<file path="src/rtl/dmem_read_sequencer.sv">
// dmem_read_sequencer
// Sequences row-wise reads of the binary-MLP data memory (NUM_ROWS rows of
// ROW_LEN words). A run is started with a row window, the block drives read
// addresses, absorbs the memory's registered read latency and streams the
// returned words out through a small FIFO.
//
// Ports:
//   clk, rst            clock (rising edge), asynchronous active-low reset
//   start               one-cycle run request, sampled only in IDLE
//   row_base/row_count  first row and number of rows of the run
//   abort               synchronous flush of a run in progress
//   busy/done/err       run status; done and err are one-cycle pulses
//   mem_addr/mem_data   registered read address out, read data back
//   out_*               streaming output with row/frame tags
//   dbg_state           current FSM state (IDLE=0, RUN=1, DRAIN=2)
//
// Output handshake: a word transfers on a rising edge where out_valid and
// out_ready are both high. Once out_valid is high, it and the head word
// (out_data/out_last/out_frame_last/out_row) stay stable until that transfer.
module dmem_read_sequencer #(
  parameter int DATA_W     = 9,
  parameter int ADDR_W     = 7,
  parameter int ROW_LEN    = 16,
  parameter int NUM_ROWS   = 7,
  parameter int FIFO_DEPTH = 4
) (
  input  logic              clk,
  input  logic              rst,
  input  logic              start,
  input  logic [2:0]        row_base,
  input  logic [2:0]        row_count,
  input  logic              abort,
  output logic              busy,
  output logic              done,
  output logic              err,
  output logic [ADDR_W-1:0] mem_addr,
  input  logic [DATA_W-1:0] mem_data,
  output logic              out_valid,
  input  logic              out_ready,
  output logic [DATA_W-1:0] out_data,
  output logic              out_last,
  output logic              out_frame_last,
  output logic [2:0]        out_row,
  output logic [1:0]        dbg_state
);

  localparam logic [1:0] S_IDLE  = 2'd0;
  localparam logic [1:0] S_RUN   = 2'd1;
  localparam logic [1:0] S_DRAIN = 2'd2;

  localparam int COL_W = $clog2(ROW_LEN);
  localparam int PTR_W = (FIFO_DEPTH > 1) ? $clog2(FIFO_DEPTH) : 1;
  localparam int CNT_W = $clog2(FIFO_DEPTH + 1);
  // FIFO entry: {row[2:0], last, frame_last, data}
  localparam int ENT_W = DATA_W + 5;

  logic [1:0]        state_q, state_d;
  logic [ADDR_W-1:0] mem_addr_q, mem_addr_d;
  logic [2:0]        row_q, row_d;
  logic [COL_W-1:0]  col_q, col_d;
  logic [2:0]        last_row_q, last_row_d;
  logic              busy_q, busy_d;
  logic              done_q, done_d;
  logic              err_q, err_d;

  // Two-stage tag pipeline that runs alongside the memory read latency.
  logic              p1_v_q, p1_v_d, p1_last_q, p1_last_d, p1_flast_q, p1_flast_d;
  logic [2:0]        p1_row_q, p1_row_d;
  logic              p2_v_q, p2_v_d, p2_last_q, p2_last_d, p2_flast_q, p2_flast_d;
  logic [2:0]        p2_row_q, p2_row_d;

  logic [ENT_W-1:0]  fifo_mem_q [FIFO_DEPTH];
  logic [ENT_W-1:0]  fifo_mem_d [FIFO_DEPTH];
  logic [PTR_W-1:0]  wr_ptr_q, wr_ptr_d, rd_ptr_q, rd_ptr_d;
  logic [CNT_W-1:0]  fifo_cnt_q, fifo_cnt_d;

  logic              flush, push, pop, issue_ok, col_last, head_valid;
  logic [3:0]        start_sum;
  logic [ENT_W-1:0]  head;

  always_comb begin
    state_d    = state_q;
    mem_addr_d = mem_addr_q;
    row_d      = row_q;
    col_d      = col_q;
    last_row_d = last_row_q;
    busy_d     = busy_q;
    done_d     = 1'b0;
    err_d      = 1'b0;
    p1_v_d     = 1'b0;
    p1_last_d  = p1_last_q;
    p1_flast_d = p1_flast_q;
    p1_row_d   = p1_row_q;
    p2_v_d     = p1_v_q;
    p2_last_d  = p1_last_q;
    p2_flast_d = p1_flast_q;
    p2_row_d   = p1_row_q;

    flush      = abort && (state_q != S_IDLE);
    start_sum  = {1'b0, row_base} + {1'b0, row_count};
    col_last   = (col_q == COL_W'(ROW_LEN - 1));
    // Words already buffered plus reads still in flight must fit in the FIFO,
    // so issue stalls rather than letting a returning word overflow it.
    issue_ok   = (int'(fifo_cnt_q) + int'(p1_v_q) + int'(p2_v_q)) < FIFO_DEPTH;
    head       = fifo_mem_q[rd_ptr_q];
    head_valid = (fifo_cnt_q != '0);
    pop        = head_valid && out_ready && !flush;
    push       = p2_v_q && !flush;

    case (state_q)
      S_IDLE: begin
        if (start && !abort) begin
          if (row_count == 3'd0 || start_sum > 4'(NUM_ROWS)) begin
            err_d = 1'b1;
          end else begin
            // The first read goes out on the accepting edge itself.
            state_d    = S_RUN;
            busy_d     = 1'b1;
            mem_addr_d = ADDR_W'({row_base, {COL_W{1'b0}}});
            row_d      = row_base;
            col_d      = COL_W'(1);
            last_row_d = row_base + row_count - 3'd1;
            p1_v_d     = 1'b1;
            p1_last_d  = 1'b0;
            p1_flast_d = 1'b0;
            p1_row_d   = row_base;
          end
        end
      end
      S_RUN: begin
        if (issue_ok) begin
          mem_addr_d = ADDR_W'({row_q, col_q});
          p1_v_d     = 1'b1;
          p1_last_d  = col_last;
          p1_flast_d = col_last && (row_q == last_row_q);
          p1_row_d   = row_q;
          col_d      = col_q + 1'b1;
          if (col_last) row_d = row_q + 3'd1;
          if (col_last && (row_q == last_row_q)) state_d = S_DRAIN;
        end
      end
      S_DRAIN: begin
        if (pop && head[DATA_W]) begin
          state_d = S_IDLE;
          busy_d  = 1'b0;
          done_d  = 1'b1;
        end
      end
      default: state_d = S_IDLE;
    endcase

    if (flush) begin
      state_d    = S_IDLE;
      busy_d     = 1'b0;
      done_d     = 1'b0;
      mem_addr_d = mem_addr_q;
      p1_v_d     = 1'b0;
      p2_v_d     = 1'b0;
    end

    fifo_mem_d = fifo_mem_q;
    wr_ptr_d   = wr_ptr_q;
    rd_ptr_d   = rd_ptr_q;
    fifo_cnt_d = fifo_cnt_q;
    if (flush) begin
      wr_ptr_d   = '0;
      rd_ptr_d   = '0;
      fifo_cnt_d = '0;
    end else begin
      if (push) begin
        fifo_mem_d[wr_ptr_q] = {p2_row_q, p2_last_q, p2_flast_q, mem_data};
        wr_ptr_d = (wr_ptr_q == PTR_W'(FIFO_DEPTH - 1)) ? '0 : wr_ptr_q + 1'b1;
      end
      if (pop) begin
        rd_ptr_d = (rd_ptr_q == PTR_W'(FIFO_DEPTH - 1)) ? '0 : rd_ptr_q + 1'b1;
      end
      case ({push, pop})
        2'b10:   fifo_cnt_d = fifo_cnt_q + 1'b1;
        2'b01:   fifo_cnt_d = fifo_cnt_q - 1'b1;
        default: fifo_cnt_d = fifo_cnt_q;
      endcase
    end
  end

  always_ff @(posedge clk or negedge rst) begin
    if (!rst) begin
      state_q    <= S_IDLE;
      mem_addr_q <= '0;
      row_q      <= '0;
      col_q      <= '0;
      last_row_q <= '0;
      busy_q     <= 1'b0;
      done_q     <= 1'b0;
      err_q      <= 1'b0;
      p1_v_q     <= 1'b0;
      p1_last_q  <= 1'b0;
      p1_flast_q <= 1'b0;
      p1_row_q   <= '0;
      p2_v_q     <= 1'b0;
      p2_last_q  <= 1'b0;
      p2_flast_q <= 1'b0;
      p2_row_q   <= '0;
      for (int i = 0; i < FIFO_DEPTH; i++) fifo_mem_q[i] <= '0;
      wr_ptr_q   <= '0;
      rd_ptr_q   <= '0;
      fifo_cnt_q <= '0;
    end else begin
      state_q    <= state_d;
      mem_addr_q <= mem_addr_d;
      row_q      <= row_d;
      col_q      <= col_d;
      last_row_q <= last_row_d;
      busy_q     <= busy_d;
      done_q     <= done_d;
      err_q      <= err_d;
      p1_v_q     <= p1_v_d;
      p1_last_q  <= p1_last_d;
      p1_flast_q <= p1_flast_d;
      p1_row_q   <= p1_row_d;
      p2_v_q     <= p2_v_d;
      p2_last_q  <= p2_last_d;
      p2_flast_q <= p2_flast_d;
      p2_row_q   <= p2_row_d;
      for (int i = 0; i < FIFO_DEPTH; i++) fifo_mem_q[i] <= fifo_mem_d[i];
      wr_ptr_q   <= wr_ptr_d;
      rd_ptr_q   <= rd_ptr_d;
      fifo_cnt_q <= fifo_cnt_d;
    end
  end

  assign busy           = busy_q;
  assign done           = done_q;
  assign err            = err_q;
  assign mem_addr       = mem_addr_q;
  assign dbg_state      = state_q;
  assign out_valid      = head_valid;
  // Head fields read as zero while the FIFO is empty.
  assign out_data       = head_valid ? head[DATA_W-1:0] : '0;
  assign out_frame_last = head_valid && head[DATA_W];
  assign out_last       = head_valid && head[DATA_W+1];
  assign out_row        = head_valid ? head[ENT_W-1 -: 3] : 3'd0;

endmodule

</file>
<file path="config.mk">
export PLATFORM = sky130hd
export DESIGN_NAME = dmem_read_sequencer
export DESIGN_NICKNAME = d
export VERILOG_FILES = /design/src/rtl/dmem_read_sequencer.sv
export SDC_FILE = /design/constraint.sdc
export NUM_CORES = 1
export LEC_CHECK = 0
export BUFFER_PORTS_ARGS = -buffer_cell sky130_fd_sc_hd__buf_2
export CAP_MARGIN = 30
export CORE_ASPECT_RATIO = 1.4
export CORE_MARGIN = 10
export CORE_UTILIZATION = 55
export CTS_CLUSTER_DIAMETER = 80
export DETAILED_ROUTE_END_ITERATION = 7
export PLACE_DENSITY_LB_ADDON = 0.1
export SETUP_SLACK_MARGIN = 0.05
export SLEW_MARGIN = 25
export SYNTH_ARGS = -nofsm -noshare
export SYNTH_HDL_FRONTEND = slang
export SYNTH_SLANG_ARGS = --single-unit
</file>
<file path="constraint.sdc">
create_clock -name clk -period 4.3 [get_ports clk]
set_clock_uncertainty 0.2 [all_clocks]
set_input_delay 0.645 -clock clk [delete_from_list [all_inputs] [get_ports clk]]
set_output_delay 0.645 -clock clk [all_outputs]
set_load 0.05 [all_outputs]
</file>
======== Yosys cells after proc, flatten, opt, wreduce, memory -nomap -nowiden ========
Index checks and enable logic that the tools add are counted.
word-level totals
  input bits .............................. 20
  register bits ........................... 97
  output and inout port bits .............. 27
  logic and storage cells ................. 150
operators by class
  mux-type cells .......................... 61
  eq/ne operators ......................... 17
  reduce and logical (&&, ||, !) cells .... 29
  add/subtract/negate cells ............... 11
  magnitude comparators ................... 5
  bitwise logic cells ..................... 4
operators by type and width
  cell                                                       number
  bitwise mux 56 bit                                         1
  two-way mux 14 bit                                         3
  binary-select mux 14 bit (select 2 bit)                    1
  demux 14 bit (select 2 bit)                                1
  two-way mux 2 bit                                          12
  two-way mux 3 bit                                          7
  two-way mux 7 bit                                          3
  two-way mux 1 bit                                          19
  one-hot mux 3 bit (2 select lines)                         3
  inequality test 3 bit (second input constant)              5
  AND reduction 5 bit                                        3
  one-hot mux 7 bit (2 select lines)                         1
  two-way mux 4 bit                                          3
  logical AND 1 bit                                          10
  two-way mux 9 bit                                          1
  nonzero test 3 bit                                         3
  == test 2 bit (second input constant)                      4
  inequality test 2 bit (second input constant)              4
  one-hot mux 1 bit (2 select lines)                         4
  one-hot mux 4 bit (2 select lines)                         1
  AND reduction 4 bit                                        2
  nonzero test 2 bit                                         4
  adder 3 x 1 -> 3 bit (second input constant)               2
  greater-or-equal comparator 3 bit (second input constant)  2
  22 further kinds                                           28

======== Longest topological paths before layout ========
  depth in word-level cells ............... 8
  gate-level depth with buffers ........... 9
  depth with buffers taken out ............ 8

======== Least setup slack after synthesis ========
OpenSTA, ideal clock, no wires.
  kind .................................... reg2reg
  start point ............................. reg state_q[0] (netlist: dbg_state[0])
  end point ............................... reg fifo_cnt_q[2]
  arrival ................................. 2.488 ns
  clock period less this slack ............ 2.826 ns
  cell stages (with the launch flop) ...... 10
  data required time ...................... 3.963 ns
  setup time .............................. 0.137 ns
  setup slack ............................. 1.474 ns
  path buffers ............................ 1
  cell sequence ........................... dfrtp_1 clkbuf_1 nor2_1 nor2_1 nor3_1 fa_1 or3_1 nand2_1 xnor2_1 nor2_1
between the ends
  word-level cells in the longest chain between the ends .. 7
  elaborated cells between the ends (all ways) .. 10
  classes of those cells .................. eq/ne: 2; mux: 2; reduce/logical: 6
RTL lines
  element                                                  line      source
  start: declaration                                       57        logic [1:0] state_q, state_d;
  start signal: assignment                                 208       state_q <= state_d;
  nonzero test 2 bit *                                     99        flush = abort && (state_q != S_IDLE);
  logical AND 1 bit *                                      99
  zero test 1 bit                                          107, 108
  logical AND 1 bit (on tied branches)                     107, 108
  == test 2 x 1 -> 1 bit or == test 2 bit (tied branches)  177       case ({push, pop})
  one-hot mux 3 bit (2 select lines)                       177
  two-way mux 3 bit                                        165       if (flush) begin
  end signal: assignment                                   227       fifo_cnt_q <= fifo_cnt_d;
  end: declaration                                         75        logic [CNT_W-1:0] fifo_cnt_q, fifo_cnt_d;
Mark *: on every way between the ends. The rest lies on a longest branch, timed or not.
A chain may end at the register's enable or synchronous reset.

======== Final worst setup path ========
  start point ............................. reg rd_ptr_q[0]
  end point ............................... out out_data[1]
between the ends
  word-level cells in the longest chain between the ends .. 5
RTL lines
  element                                                 line  source
  start: declaration                                      74    logic [PTR_W-1:0] wr_ptr_q, wr_ptr_d, rd_ptr_q, rd_ptr_d;
  start signal: assignment                                226   rd_ptr_q <= rd_ptr_d;
  NOT 2 -> 3 bit (not written as such)                    105   head = fifo_mem_q[rd_ptr_q];
  binary-select mux 14 bit (select 2 bit)                 105
  two-way mux 14 bit (not written as such) (2 in series)  105
  two-way mux 9 bit                                       238   assign out_data = head_valid ? head[DATA_W-1:0] : '0;
  end: declaration                                        40    output logic [DATA_W-1:0] out_data,
Every way passes these cells. The select of a mux whose other input is x is not followed.

==> metrics.cfg <==
[sta]
setup_tns_ns = 0
post-route-period-util_pct = 70.7
slew_headroom_pct = 43.0
slew_violations = 0
timing.hold.ws_ns = 0.177
rsz0062_at_grt = no
timing.final.ws_setup_ns = 1.26
final-setup-viol-count = 0
timing.final.crit_period_ns = 3.04
tightest_slew_ns = 0.852
timing_hold_violations_final = 0
fmax_ghz = 0.329

[cts]
root_buffer = clkbuf_16
cts_buffer_depth = 2
cts_tree = yes
numCtsBuffers = 9
cts-resized-gates = 0
cts.clk_slew.worst_paths_ns = 0.07
h-tree-depth = 3
clock-sinks = 97
post_cts_buffers = 0
holdBufCountCts = 0
clk_latency_ns = 0.34

[power]
leakagePower_nw = 2.45
irDropWorstVdd_uv = 509
power_w = 0.00405
power.density_nw_per_um2 = 775

[min_path]
hold_start = p1_flast_q
hold_end = p2_flast_q
worstHoldPathType = flop to flop
hold_depth = 0

[logic_synthesis]
synthArstFlopShare_pct = 100
yosysTopAreaCell = dfrtp_1
synthesis.nets = 387
synth_area_um2 = 4620
synth-edff-count = 0
yosysUniqueCellTypes = 48
synth_top_area_share_pct = 52.6
synthFlopType = dfrtp_1
synthCells = 352
avgSynthCellArea_um2 = 13.1
yosysWarnings = 0
synth_area_leaders = dfrtp_1 (53%), mux2_2 (14%), mux4_2 (6.8%)
yosysSeqAreaShare_pct = 52.6
synth_seq_cells = 97

[layout]
layout_commonest_cell = dfrtp_1
nets = 431
fillers = 670
area_delta_synth_final_pct = 13.3
diodes = 0
layout_common_cells = dfrtp_1 (97), mux2_2 (58), buf_2 (45)
layout-drive-gt1-share_pct = 36.4

[grt]
antenna_found_initial = 0
grt_pass1_vias = 2958
grt_pass1_wl_um = 14800
gr-usage-all-layers_pct = 14.8
gr-total-overflow = 0
grt_max_degree = 68

[floorplan]
die_h_um = 128
die_w_um = 97.4
die_area_um2 = 12500
ioPinCount = 47
coreArea_um2 = 8200
rows = 39
start_util_pct = 56.3

[route]
firstDrtPassIters = 4
wl_per_cell_um = 17.9
route.detailed.drc = 0
ant_nets = 0
wirelength_um = 8990
vias = 2815
viasPerCell = 5.60
drt_iter0_drc = 139

[worst_setup_path]
slowest_stage = dfrtp_1
r2r_start = dbg_state[0]
cp_cell_sequence = buf_4 -> mux4_2 -> nor2b_1 -> buf_2
required_ns = 3.45
critPathArrivalTime_ns = 2.20
r2r_cells = 3
cpPeakStageDelay_ns = 0.68
worstReg2RegEnd = fifo_mem_q[47]
criticalPathCategory = flop to output pin
cp_top_family = flip-flops
end_kind = output pin
path_buf_inv = 2
r2r_slack_ns = 1.57
worst_setup_path_start_kind = flop
path_max_fanout = 10

[placed_design]
dp_hpwl_um = 6260
dp_slack_ns = 1.52
gp_congestion = 0.820
port-buffer-count = 46

[status]
status = complete, no violations

[job]
cap_viol_max_count = 0

## report_power, final
| part | leakage, nW | switching [W] | internal, W |
|---|---|---|---|
| logic | 1.10 | 0.000959 | 0.000708 |
| clock network | 0.141 | 0.000348 | 0.000458 |
| registers | 1.21 | 0.000308 | 0.00127 |
## sequential cells by signal, indices dropped and copies added (netlist names), 2 cells and up
signal      count
rd_ptr_q        2
dbg_state       2
last_row_q      3
fifo_cnt_q      3
fifo_mem_q     56
col_q           4
p2_row_q        3
row_q           3
mem_addr        7
wr_ptr_q        2
p1_row_q        3
## layer usage
metal / track usage [%] / vias up / share of wire [%]
li1: - / 1353 / -
met3: 3.70 / 13 / 3.6
met2: 26.7 / 49 / 53
met1: 16.2 / 1400 / 41
met4: 6.35 / 0 / 2.3
met5: 0 / - / 0
## worst max-delay path by stage
stage / from / endpoint / slack (ns) / cells past startpoint
after floorplan: dbg_state[0] / fifo_cnt_q[2] / 1.47 / 9
after global placement: row_base[1] / row_q[1] / 1.51 / 8
after detailed placement: row_base[1] / row_q[1] / 1.52 / 8
after CTS: rd_ptr_q[0] / out_data[1] / 1.18 / 4
after global routing: rd_ptr_q[0] / out_data[6] / 1.08 / 4
final: rd_ptr_q[0] / out_data[1] / 1.26 / 4
## area by class of cell
type                            count  area [µm²]  area share, %
Clock buffer                       10         229           4.38
Clock inverter                      6        73.8           1.41
Inverter                           15        56.3           1.08
Multi-Input combinational cell    223        2050           39.2
Sequential cell                    97        2430           46.4
Tap cell                          102         128           2.44
Timing Repair Buffer               50         263           5.03
## cells in the mapped netlist, drive strengths merged (2+ instances only)
master	instances
mux2i	7
ha	14
dfrtp	97
nor3	5
o21ai	12
xor2	4
nand3	6
buf	5
o31ai	2
nand3b	2
clkbuf	12
a21o	2
nand2	14
mux2	58
a211oi	5
nand4	3
mux4	14
and2	2
a2111oi	2
nand2b	2
a21oi	8
nor2	21
inv	15
xnor2	5
a22o	6
nor2b	16
## logic make-up after synthesis
kind of cell / after synthesis / synth area share, %
buffers and inverters: 32 / 3.09
AND/OR/NAND/NOR: 78 / 8.70
adder cells (fa/ha/maj): 15 / 4.23
flip-flops: 97 / 52.6
multiplexers: 79 / 22.5
XOR/XNOR: 9 / 1.71
AO/OA/AOI/OAI: 42 / 7.21
## through the flow
step / cells / cell area (µm²) / util [%]
5_1_grt: 503 / 5230 / 63.8
3_3_place_gp: 487 / 4930 / 60.1
6_report: 503 / 5230 / 63.8
3_5_place_dp: 487 / 4930 / 60.1
2_1_floorplan: 352 / 4620 / -
4_1_cts: 503 / 5230 / 63.8
Note: power is estimated with default switching activity, not from simulation.
